==> src/rtl/alu_pkg.sv <==
`default_nettype none
// ============================================================================
//  Module      : alu_pkg
//  Description : Shared encodings for the EX-stage ALU execute unit:
//                external alu_op codes, one-hot R-type func codes, the
//                internal operation enum and the execute FSM state enum.
//  Ports       : none (package)
//  Revision    : 1.0 - initial release
// ============================================================================
package alu_pkg;

  // alu_op field driven by the main control decode
  localparam logic [1:0] ALU_OP_ADD  = 2'b00;
  localparam logic [1:0] ALU_OP_SUB  = 2'b01;
  localparam logic [1:0] ALU_OP_SLT  = 2'b10;
  localparam logic [1:0] ALU_OP_FUNC = 2'b11;

  // One-hot R-type function codes
  localparam logic [5:0] FUNC_ADD = 6'b000001;
  localparam logic [5:0] FUNC_SUB = 6'b000010;
  localparam logic [5:0] FUNC_AND = 6'b000100;
  localparam logic [5:0] FUNC_OR  = 6'b001000;
  localparam logic [5:0] FUNC_SLT = 6'b010000;
  localparam logic [5:0] FUNC_MUL = 6'b100000;

  // Internal operation selected by the decoder
  typedef enum logic [2:0] {
    OP_NOTHING = 3'd0,
    OP_ADD     = 3'd1,
    OP_SUB     = 3'd2,
    OP_AND     = 3'd3,
    OP_OR      = 3'd4,
    OP_SLT     = 3'd5,
    OP_MUL     = 3'd6
  } op_e;

  // Execute FSM states
  typedef enum logic [0:0] {
    ST_IDLE = 1'b0,
    ST_MUL  = 1'b1
  } state_e;

endpackage : alu_pkg
`default_nettype wire

==> src/rtl/alu_exec_unit_if.sv <==
`default_nettype none
// ============================================================================
//  Module      : alu_exec_unit_if
//  Description : Handshake/bus bundle between the EX-stage issue logic and
//                the ALU execute unit.
//  Ports       : in_valid/in_ready, alu_op, func, src_a, src_b  (request)
//                out_valid/out_ready, result, zero, ovf, illegal (response)
//                busy (multiply in progress)
//                master = issuer/consumer side, slave = execute unit side
//  Revision    : 1.0 - initial release
// ============================================================================
interface alu_exec_unit_if #(
  parameter int WIDTH = 32
);
  logic             in_valid;
  logic             in_ready;
  logic [1:0]       alu_op;
  logic [5:0]       func;
  logic [WIDTH-1:0] src_a;
  logic [WIDTH-1:0] src_b;
  logic             out_valid;
  logic             out_ready;
  logic [WIDTH-1:0] result;
  logic             zero;
  logic             ovf;
  logic             illegal;
  logic             busy;

  modport master (
    output in_valid, alu_op, func, src_a, src_b, out_ready,
    input  in_ready, out_valid, result, zero, ovf, illegal, busy
  );

  modport slave (
    input  in_valid, alu_op, func, src_a, src_b, out_ready,
    output in_ready, out_valid, result, zero, ovf, illegal, busy
  );
endinterface : alu_exec_unit_if
`default_nettype wire

==> src/rtl/alu_exec_unit_op_decode.sv <==
`default_nettype none
// ============================================================================
//  Module      : alu_op_decode
//  Description : Combinational decode of alu_op + one-hot func into the
//                internal operation and an illegal-op flag.
//  Ports       : alu_op_i  [1:0]  operation class from control decode
//                func_i    [5:0]  one-hot R-type function
//                op_o             internal operation (OP_NOTHING if illegal)
//                illegal_o        func not a legal one-hot code
//  Revision    : 1.0 - initial release
// ============================================================================
module alu_op_decode
  import alu_pkg::*;
#(
  parameter bit MUL_EN = 1'b1
) (
  input  logic [1:0] alu_op_i,
  input  logic [5:0] func_i,
  output op_e        op_o,
  output logic       illegal_o
);

  always_comb begin
    op_o      = OP_NOTHING;
    illegal_o = 1'b0;
    case (alu_op_i)
      ALU_OP_ADD: op_o = OP_ADD;
      ALU_OP_SUB: op_o = OP_SUB;
      ALU_OP_SLT: op_o = OP_SLT;
      default: begin
        // Only exact one-hot codes are legal; zero and multi-hot fall out.
        case (func_i)
          FUNC_ADD: op_o = OP_ADD;
          FUNC_SUB: op_o = OP_SUB;
          FUNC_AND: op_o = OP_AND;
          FUNC_OR:  op_o = OP_OR;
          FUNC_SLT: op_o = OP_SLT;
          FUNC_MUL: begin
            if (MUL_EN) begin
              op_o = OP_MUL;
            end else begin
              illegal_o = 1'b1;
            end
          end
          default:  illegal_o = 1'b1;
        endcase
      end
    endcase
  end

endmodule : alu_op_decode
`default_nettype wire

==> src/rtl/alu_exec_unit.sv <==
`default_nettype none
// ============================================================================
//  Module      : alu_exec_unit
//  Description : EX-stage ALU: decode + registered single-cycle execute for
//                ADD/SUB/AND/OR/SLT and an iterative shift-add multiply.
//  Ports       : clk   rising-edge clock
//                rst   synchronous active-low reset
//                bus   alu_exec_unit_if.slave (request/response handshake,
//                      result, zero/ovf/illegal flags, busy)
//  Revision    : 1.0 - initial release
// ============================================================================
module alu_exec_unit
  import alu_pkg::*;
#(
  parameter int WIDTH   = 32,
  parameter bit MUL_EN  = 1'b1,
  parameter int MUL_LAT = WIDTH
) (
  input  logic            clk,
  input  logic            rst,
  alu_exec_unit_if.slave  bus
);

  localparam int             CNT_W    = (MUL_LAT > 1) ? $clog2(MUL_LAT) : 1;
  localparam logic [CNT_W-1:0] CNT_LAST = CNT_W'(MUL_LAT - 1);

  // --------------------------------------------------------------------------
  // State
  // --------------------------------------------------------------------------
  state_e           state_q,     state_d;
  logic             out_valid_q, out_valid_d;
  logic [WIDTH-1:0] result_q,    result_d;
  logic             zero_q,      zero_d;
  logic             ovf_q,       ovf_d;
  logic             illegal_q,   illegal_d;
  logic [CNT_W-1:0] cnt_q,       cnt_d;
  logic [WIDTH-1:0] mcand_q,     mcand_d;
  logic [WIDTH-1:0] mplier_q,    mplier_d;
  logic [WIDTH-1:0] acc_q,       acc_d;

  // --------------------------------------------------------------------------
  // Decode
  // --------------------------------------------------------------------------
  op_e  w_op;
  logic w_illegal;

  alu_op_decode #(
    .MUL_EN (MUL_EN)
  ) u_decode (
    .alu_op_i  (bus.alu_op),
    .func_i    (bus.func),
    .op_o      (w_op),
    .illegal_o (w_illegal)
  );

  // --------------------------------------------------------------------------
  // Handshake
  // --------------------------------------------------------------------------
  logic w_in_ready;
  logic w_accept;

  // A pending result may drain on the same edge a new op is taken.
  assign w_in_ready = (state_q == ST_IDLE) && (!out_valid_q || bus.out_ready);
  assign w_accept   = bus.in_valid && w_in_ready;

  // --------------------------------------------------------------------------
  // Single-cycle datapath
  // --------------------------------------------------------------------------
  logic [WIDTH-1:0] w_b_eff;
  logic [WIDTH-1:0] w_sum;
  logic             w_addsub_ovf;
  logic             w_lt;
  logic [WIDTH-1:0] w_alu_res;
  logic             w_alu_ovf;

  assign w_b_eff      = (w_op == OP_SUB) ? (~bus.src_b + WIDTH'(1)) : bus.src_b;
  assign w_sum        = bus.src_a + w_b_eff;
  // Overflow judged on the effective addend, so SUB uses the negated B sign.
  assign w_addsub_ovf = (bus.src_a[WIDTH-1] == w_b_eff[WIDTH-1]) &&
                        (w_sum[WIDTH-1] != bus.src_a[WIDTH-1]);
  assign w_lt         = $signed(bus.src_a) < $signed(bus.src_b);

  always_comb begin
    w_alu_res = '0;
    w_alu_ovf = 1'b0;
    case (w_op)
      OP_ADD,
      OP_SUB: begin
        w_alu_res = w_sum;
        w_alu_ovf = w_addsub_ovf;
      end
      OP_AND:  w_alu_res = bus.src_a & bus.src_b;
      OP_OR:   w_alu_res = bus.src_a | bus.src_b;
      OP_SLT:  w_alu_res = {{(WIDTH-1){1'b0}}, w_lt};
      default: w_alu_res = '0;   // OP_NOTHING (illegal) forces a zero result
    endcase
  end

  // --------------------------------------------------------------------------
  // Multiply step: add shifted multiplicand when the current multiplier LSB
  // is set. Only the low WIDTH bits are kept, so the accumulator never grows.
  // --------------------------------------------------------------------------
  logic [WIDTH-1:0] w_acc_next;

  assign w_acc_next = acc_q + (mplier_q[0] ? mcand_q : '0);

  // --------------------------------------------------------------------------
  // Next-state / output logic
  // --------------------------------------------------------------------------
  always_comb begin
    state_d     = state_q;
    out_valid_d = out_valid_q;
    result_d    = result_q;
    zero_d      = zero_q;
    ovf_d       = ovf_q;
    illegal_d   = illegal_q;
    cnt_d       = cnt_q;
    mcand_d     = mcand_q;
    mplier_d    = mplier_q;
    acc_d       = acc_q;

    case (state_q)
      ST_IDLE: begin
        if (w_accept) begin
          if (w_op == OP_MUL) begin
            // Previous result (if any) is consumed on this edge.
            mcand_d     = bus.src_a;
            mplier_d    = bus.src_b;
            acc_d       = '0;
            cnt_d       = '0;
            out_valid_d = 1'b0;
            state_d     = ST_MUL;
          end else begin
            result_d    = w_alu_res;
            zero_d      = (w_alu_res == '0);
            ovf_d       = w_alu_ovf;
            illegal_d   = w_illegal;
            out_valid_d = 1'b1;
          end
        end else if (bus.out_ready) begin
          out_valid_d = 1'b0;
        end
      end

      ST_MUL: begin
        acc_d    = w_acc_next;
        mcand_d  = mcand_q << 1;
        mplier_d = mplier_q >> 1;
        cnt_d    = cnt_q + CNT_W'(1);
        if (cnt_q == CNT_LAST) begin
          result_d    = w_acc_next;
          zero_d      = (w_acc_next == '0);
          ovf_d       = 1'b0;
          illegal_d   = 1'b0;
          out_valid_d = 1'b1;
          cnt_d       = '0;
          state_d     = ST_IDLE;
        end
      end

      default: state_d = ST_IDLE;
    endcase
  end

  // --------------------------------------------------------------------------
  // Registers
  // --------------------------------------------------------------------------
  always_ff @(posedge clk) begin
    if (!rst) begin
      state_q     <= ST_IDLE;
      out_valid_q <= 1'b0;
      result_q    <= '0;
      zero_q      <= 1'b0;
      ovf_q       <= 1'b0;
      illegal_q   <= 1'b0;
      cnt_q       <= '0;
      mcand_q     <= '0;
      mplier_q    <= '0;
      acc_q       <= '0;
    end else begin
      state_q     <= state_d;
      out_valid_q <= out_valid_d;
      result_q    <= result_d;
      zero_q      <= zero_d;
      ovf_q       <= ovf_d;
      illegal_q   <= illegal_d;
      cnt_q       <= cnt_d;
      mcand_q     <= mcand_d;
      mplier_q    <= mplier_d;
      acc_q       <= acc_d;
    end
  end

  // --------------------------------------------------------------------------
  // Outputs
  // --------------------------------------------------------------------------
  assign bus.in_ready  = w_in_ready;
  assign bus.out_valid = out_valid_q;
  assign bus.result    = result_q;
  assign bus.zero      = zero_q;
  assign bus.ovf       = ovf_q;
  assign bus.illegal   = illegal_q;
  assign bus.busy      = (state_q == ST_MUL);

endmodule : alu_exec_unit
`default_nettype wire

==> src/flat_wrapper.sv <==
// flat-port wrapper written by rule: the top's interface ports become plain ports
module alu_exec_unit_flat import alu_pkg::*;
#(
  parameter int WIDTH   = 32,
  parameter bit MUL_EN  = 1'b1,
  parameter int MUL_LAT = WIDTH
)
  (clk, rst, bus_in_valid, bus_alu_op, bus_func, bus_src_a, bus_src_b, bus_out_ready, bus_in_ready, bus_out_valid, bus_result, bus_zero, bus_ovf, bus_illegal, bus_busy);
  alu_exec_unit_if #(.WIDTH(WIDTH)) bus_i ();
  input  logic clk;
  input  logic rst;
  input wire logic [$bits(bus_i.in_valid)-1:0] bus_in_valid;
  input wire logic [$bits(bus_i.alu_op)-1:0] bus_alu_op;
  input wire logic [$bits(bus_i.func)-1:0] bus_func;
  input wire logic [$bits(bus_i.src_a)-1:0] bus_src_a;
  input wire logic [$bits(bus_i.src_b)-1:0] bus_src_b;
  input wire logic [$bits(bus_i.out_ready)-1:0] bus_out_ready;
  output wire logic [$bits(bus_i.in_ready)-1:0] bus_in_ready;
  output wire logic [$bits(bus_i.out_valid)-1:0] bus_out_valid;
  output wire logic [$bits(bus_i.result)-1:0] bus_result;
  output wire logic [$bits(bus_i.zero)-1:0] bus_zero;
  output wire logic [$bits(bus_i.ovf)-1:0] bus_ovf;
  output wire logic [$bits(bus_i.illegal)-1:0] bus_illegal;
  output wire logic [$bits(bus_i.busy)-1:0] bus_busy;
  assign bus_i.in_valid = bus_in_valid;
  assign bus_i.alu_op = bus_alu_op;
  assign bus_i.func = bus_func;
  assign bus_i.src_a = bus_src_a;
  assign bus_i.src_b = bus_src_b;
  assign bus_i.out_ready = bus_out_ready;
  assign bus_in_ready = bus_i.in_ready;
  assign bus_out_valid = bus_i.out_valid;
  assign bus_result = bus_i.result;
  assign bus_zero = bus_i.zero;
  assign bus_ovf = bus_i.ovf;
  assign bus_illegal = bus_i.illegal;
  assign bus_busy = bus_i.busy;
  alu_exec_unit #(.WIDTH(WIDTH), .MUL_EN(MUL_EN), .MUL_LAT(MUL_LAT)) u_core (.clk(clk), .rst(rst), .bus(bus_i));
endmodule
==> config.mk <==
export PLATFORM = sky130hd
export DESIGN_NAME = alu_exec_unit_flat
export DESIGN_NICKNAME = d
export VERILOG_FILES = /design/src/rtl/alu_pkg.sv /design/src/rtl/alu_exec_unit_if.sv /design/src/rtl/alu_exec_unit_op_decode.sv /design/src/rtl/alu_exec_unit.sv /design/src/flat_wrapper.sv
export SDC_FILE = /design/constraint.sdc
export NUM_CORES = 1
export LEC_CHECK = 0
export CAP_MARGIN = 40
export CORE_ASPECT_RATIO = 0.5
export CORE_UTILIZATION = 33
export CTS_CLUSTER_SIZE = 40
export DETAILED_ROUTE_END_ITERATION = 6
export PLACE_DENSITY = 0.51
export SYNTH_ARGS = -nofsm -noshare
export SYNTH_HDL_FRONTEND = slang
export SYNTH_SLANG_ARGS = --single-unit
==> constraint.sdc <==
create_clock -name clk -period 6 [get_ports clk]
set_input_delay 1.2 -clock clk [delete_from_list [all_inputs] [get_ports clk]]
set_output_delay 1.2 -clock clk [all_outputs]
set_load 0.1 [all_outputs]
# Yosys cells after proc, flatten, opt, wreduce, memory -nomap -nowiden
# Cells that the tools add are included.
[totals] regBits=138 latch_bits=0 ramBits=0 rom_bits=0 out_inout_bits=38 word_cells=100 n_memories=0
[classes] n_addsub=4 mul=0 n_div=0 magnitude_cmp=1 eq_ne=22 n_shift=0 mux=45 bitwise=4 reduce_logical=14
[op_table] op="32-bit two-way mux" count=11
[op_table] op="32-bit case mux with 2 select lines" count=4
[op_table] op="32-bit case mux with 4 select lines" count=1
[op_table] op="32-bit adder" count=2
[op_table] op="32-bit logical NOT" count=2
[op_table] op="32-bit by 1-bit adder with 32-bit output, second input constant" count=1
[op_table] op="32-bit bitwise AND" count=1
[op_table] op="32-bit less-than comparator" count=1
[op_table] op="32-bit NOT" count=1
[op_table] op="32-bit bitwise OR" count=1
[op_table] op="1-bit two-way mux" count=18
[op_table] op="3-bit case mux with 6 select lines" count=1
[op_table] op="5-bit two-way mux" count=3
[op_table] op="1-bit case mux with 2 select lines" count=5
[op_table] op="5-bit case mux with 2 select lines" count=1
[op_table] op="3-bit equality test, second input constant" count=3
[op_table] op="3-bit case mux with 3 select lines" count=1
[op_table] op="3-bit by 2-bit equality test with 1-bit output, second input constant" count=2
[op_table] op="6-bit by 1-bit equality test with 1-bit output, second input constant" count=1
[op_table] op="6-bit by 2-bit equality test with 1-bit output, second input constant" count=1
[op_table] op="6-bit by 3-bit equality test with 1-bit output, second input constant" count=1
[op_table] op="6-bit by 4-bit equality test with 1-bit output, second input constant" count=1
[op_table] op="6-bit by 5-bit equality test with 1-bit output, second input constant" count=1
[op_table] op="6-bit equality test, second input constant" count=1
[op_table] op="other kinds (20)" count=25

# Depth between registers and ports, before layout
[logic_depth] word_depth=12 depth_mapped=25 ltp_nobuf=24

# Cells and area by module
# A second synthesis with hierarchy kept.
[hier_totals] hier_cells=1788 area_unflattened_um2=13261.5
[modules_own_cells] mod="alu_exec_unit" instances=1 cells_each=1769 area_per_inst_um2=13111.3
[modules_own_cells] mod="alu_op_decode" instances=1 cells_each=19 area_per_inst_um2=150.1

# Worst setup path before layout
# Ideal clock, no wire load.
[synth_path] path_type="input port to flip-flop" startpoint="in bus_func[3]" endpoint="reg u_core.zero_q, in the netlist u_core.bus.zero" arrival_ns=5.281 path_slack_ns=0.646 cell_stages=20 path_buffers=2 cell_sequence="clkbuf_1 -> xor2_1 -> o211ai_1 -> inv_1 -> o21ai_0 -> and2_1 -> clkbuf_1 -> o21ai_0 -> fa_1 -> nand3_1 -> nand2_1 -> xnor2_1 -> o221ai_1 -> or4_1 -> nor4b_1 -> nand4_1 -> or4_1 -> nor4_1 -> nand3_1 -> o211ai_2"
[synth_between] elab_chain_cells=11
[synth_rtl] item="start: declaration" line_no="flat_wrapper.sv:14" text="input wire logic [$bits(bus_i.func)-1:0] bus_func;"
[synth_rtl] item="6-bit equality test (tied with other cells)" line_no="alu_exec_unit_op_decode.sv:32" text="case (func_i)"
[synth_rtl] item="3-bit case mux with 6 select lines *" line_no="alu_exec_unit_op_decode.sv:32"
[synth_rtl] item="3-bit case mux with 3 select lines *" line_no="alu_exec_unit_op_decode.sv:26" text="case (alu_op_i)"
[synth_rtl] item="3-bit by 2-bit equality test with 1-bit output" line_no="alu_exec_unit.sv:76, alu_exec_unit.sv:86"
[synth_rtl] item="32-bit two-way mux" line_no="alu_exec_unit.sv:76" text="assign w_b_eff = (w_op == OP_SUB) ? (~bus.src_b + WIDTH'(1)) : bus.src_b;"
[synth_rtl] item="32-bit adder" line_no="alu_exec_unit.sv:77" text="assign w_sum = bus.src_a + w_b_eff;"
[synth_rtl] item="32-bit case mux with 4 select lines" line_no="alu_exec_unit.sv:86" text="case (w_op)"
[synth_rtl] item="32-bit logical NOT" line_no="alu_exec_unit.sv:135" text="zero_d = (w_alu_res == '0);"
[synth_rtl] item="1-bit two-way mux" line_no="alu_exec_unit.sv:125" text="if (w_op == OP_MUL) begin"
[synth_rtl] item="1-bit two-way mux" line_no="alu_exec_unit.sv:124" text="if (w_accept) begin"
[synth_rtl] item="1-bit case mux with 2 select lines" line_no="alu_exec_unit.sv:122" text="case (state_q)"
[synth_rtl] item="end signal: assignment" line_no="alu_exec_unit.sv:184" text="zero_q <= zero_d;"
[synth_rtl] item="end: declaration" line_no="alu_exec_unit.sv:33" text="logic zero_q, zero_d;"
# Mark *: on every way between the ends. The rest lies on a longest branch, timed or not. The select of a mux whose other input is x is not followed.
# A chain may end at the register's enable or synchronous reset.

# Worst setup path after layout
[layout_path] startpoint="in bus_src_b[0]" endpoint="reg u_core.zero_q, in the netlist u_core.bus.zero"
[layout_between] elab_chain_cells=9
[layout_rtl] item="start: declaration" line_no="flat_wrapper.sv:16" text="input wire logic [$bits(bus_i.src_b)-1:0] bus_src_b;"
[layout_rtl] item="32-bit NOT" line_no="alu_exec_unit.sv:76"
[layout_rtl] item="32-bit by 1-bit adder with 32-bit output" line_no="alu_exec_unit.sv:76"
[layout_rtl] item="32-bit two-way mux" line_no="alu_exec_unit.sv:76"
[layout_rtl] item="32-bit adder" line_no="alu_exec_unit.sv:77"
[layout_rtl] item="32-bit case mux with 4 select lines *" line_no="alu_exec_unit.sv:86"
[layout_rtl] item="32-bit logical NOT *" line_no="alu_exec_unit.sv:135"
[layout_rtl] item="1-bit two-way mux *" line_no="alu_exec_unit.sv:125"
[layout_rtl] item="1-bit two-way mux *" line_no="alu_exec_unit.sv:124"
[layout_rtl] item="1-bit case mux with 2 select lines *" line_no="alu_exec_unit.sv:122"
# Marked as above.

==> flow_metrics.tcl <==
set metrics [dict create \
    die_area_sq_mm 0.0386 \
    cts_root_buf "clkbuf_16" \
    p_leak_nw 6.96 \
    gr-usage-met2 0.323 \
    drc 0 \
    crit_fanout 4 \
    fp.dieH_microns 139 \
    fin_tns_setup_ns 0 \
    min_to "u_core.bus.result[29]" \
    synth_edf_count 0 \
    cts-buffers-inserted 17 \
    startpoint "bus_src_b[0]" \
    start_util 0.341 \
    synth_top_area_share 0.222 \
    rsz0062_at_grt "no" \
    netlist_top_cells_count "221 x nand2_1, 167 x ha_1, 138 x dfxtp_1" \
    io_pins 114 \
    post-cts-setup-buffers 0 \
    vias 12600 \
    clk_latency_ns 0.45 \
    rows 49 \
    wl_mm 44.8 \
    synth_xor_xnor_area_share 0.0626 \
    ir_drop_mv 0.155 \
    reg2regPathDepth 14 \
    grt_max_degree 69 \
    yosys.area_share.simple 0.200 \
    syn_inst 1619 \
    synth.area.mux_share 0.00321 \
    synth_top_family_by_area "compound AO/OA/AOI/OAI gates" \
    arrival_ns 6.04 \
    via_per_inst 5.36 \
    end_kind "flop" \
    syn_nets 1864 \
    slew_headroom 0.440 \
    status "complete, no violations" \
    tightest_slew_ns 0.838 \
    use_met1 0.371 \
    grt-busiest-layer "met1" \
    use_met3 0.0386 \
    grtUsageTotal 0.234 \
    cts_tree "built" \
    hp-start "u_core.bus.result[29]" \
    clock_path_buffers 2 \
    period_needed_ns 5.66 \
    antenna_found_initial 2 \
    fmax_ghz 0.177 \
    final_util 0.447 \
    yosys_warnings 0 \
    grt_pass1_wl_mm 70.2 \
    gp_routability_congestion 0.912 \
    slew_violations 0 \
    clk_pin_slew_ns 0.07 \
    fin_skew_ns 0.00994 \
    dp.final_hpwl_mm 35.6 \
    syn-cell-area_sq_mm 0.0125 \
    die_w_microns 277 \
    cts.sinks 138 \
    htreeDepth 4 \
    hold_path.class "reg -> reg" \
    fin_crit_sh 0.944 \
    syn_to_final_growth_pct 31.0 \
    synth.area.top_cells "dfxtp_1 22%, ha_1 17%, nand2_1 6.7%, a21boi_0 5.5%, xnor2_1 4.5%" \
    grt_pass1_vias 11900 \
    avgSynthCellArea_sq_um 7.69 \
    avgRoutedWirePerCell_microns 19.0 \
    placedCellCount 2322 \
    layout-drive-gt1-share 0.135 \
    finalHoldViolCount 0 \
    critPathLaunchType "input pin" \
    yosysMostFrequentCell "nand2_1" \
    synth_top_flop_cell "dfxtp_1" \
    crit_type "in -> reg" \
    ys_seq_area_frac 0.222 \
    synth_fa_ha_area_frac 0.171 \
    stdcell_count 2354 \
    r2r-end "u_core.bus.zero" \
    ant_nets 0 \
    maxCapViolCount 0 \
    coreArea_sq_mm 0.0365 \
    insertedDiodeCount 0 \
    drtIter0Drc 1090 \
    required_ns 6.38 \
    r2r_slack_ns 0.96 \
    power.density_mw_per_mm2 196 \
    overflow 0 \
    nNetsFinal 2102 \
    dr.pass1.iters 5 \
    setup_viol_count_final 0 \
    ys_ff_latch 138 \
    r2r_start "u_core.mplier_q[0]" \
    synth_cell_types 78 \
    synth-compound-area-share 0.286 \
    whs_path_depth 2 \
    io_buffers 113 \
    synth_top_cell_by_area "dfxtp_1" \
    ys_async_sr_fraction 0 \
]
-- layout by cell type (no fill, tap or decap), types with 65 or more instances in the layout --
master,synthesis,final
a21boi_0,92,92
clkdlybuf4s50_1,0,112
buf_4,2,150
a22oi_1,65,65
inv_1,94,94
dfxtp_1,138,137
o21ai_0,85,84
nand2_1,221,221
a21oi_1,95,95
nor2_1,78,76
ha_1,167,167
-- area by class of cell --
| class | instances | area, sq um |
|---|---|---|
| inverters | 95 | 357 |
| clock inverters | 14 | 130 |
| clock buffers | 18 | 450 |
| fillers | 3718 | 20200 |
| multi-input cells | 1302 | 9070 |
| repair buffers | 303 | 2940 |
| flip-flops and latches | 138 | 2770 |
| well taps | 484 | 606 |
-- logic make-up after synthesis --
logic type | after synthesis
AND/OR/NAND/NOR | 519
adder cells (fa/ha/maj) | 169
AO/OA/AOI/OAI | 521
multiplexers | 4
buffers and inverters | 179
XOR/XNOR | 89
flip-flops | 138
-- where the power goes --
part           internal (mW)  switching (mW)
combinational          0.510           0.666
clock                  0.570           0.508
sequential             0.935          0.0102
total                   2.02            1.18
-- timing repair --
action	in CTS	in global routing
gates resized for setup	0	8
endpoints found under the setup margin	0	4
hold buffers	0	0
-- flip-flops by register name, indices dropped and copies added (netlist names) --
register              flops
u_core.bus.ovf            1
u_core.bus.result        32
u_core.mplier_q          32
u_core.bus.illegal        1
u_core.bus.out_valid      1
u_core.acc_q             32
u_core.cnt_q              5
u_core.bus.busy           1
u_core.bus.zero           1
u_core.mcand_q           32
-- critical path, stage by stage --
cell and delay (ns):
clkdlybuf4s50_1 0.46, inv_1 0.10, ha_1 0.18, nor2b_1 0.26, nand2_1 0.13, or3_1 0.36, nor2_2 0.15, nand2_1 0.12
nand2_1 0.10, xnor2_1 0.13, ha_1 0.29, and3_1 0.22, buf_4 0.14, and3_1 0.20, nand4_1 0.17, a21oi_1 0.08
buf_4 0.14, o21ai_0 0.14, nand3_1 0.14, a2111o_1 0.37, or4_1 0.44, nor4_2 0.31, nand3_1 0.13, o211ai_2 0.08
-- how the worst max path moves through the flow --
stage                       to  slack [ns]  cells after the start
6_report       u_core.bus.zero        0.34                     24
3_5_place_dp   u_core.bus.zero       -0.22                     22
4_1_cts        u_core.bus.zero        0.23                     22
2_1_floorplan  u_core.bus.zero        0.65                     20
5_1_grt        u_core.bus.zero        0.03                     26
3_3_place_gp   u_core.bus.zero       -0.15                     21
-- stage by stage --
| stage | total power, mW | area [sq um] | hold slack [ns] | worst slack [ns] |
|---|---|---|---|---|
| global placement | 2.05 | 15000 | 0.453 | -0.151 |
| detailed placement | 2.12 | 15700 | 0.456 | -0.217 |
| floorplan | 1.55 | 12500 | 0.444 | 0.646 |
| CTS | 3.20 | 16300 | 0.463 | 0.227 |
| finish | 3.20 | 16300 | 0.460 | 0.339 |
| global route | 3.34 | 16300 | 0.479 | 0.0348 |
-- routing by layer --
metal | vias up | routed length (microns)
met5 | - | 0
met3 | 19 | 2410
met2 | 259 | 17500
met4 | 0 | 339
met1 | 6069 | 24500
li1 | 6269 | -
Note: power is estimated with default switching activity, not from simulation.
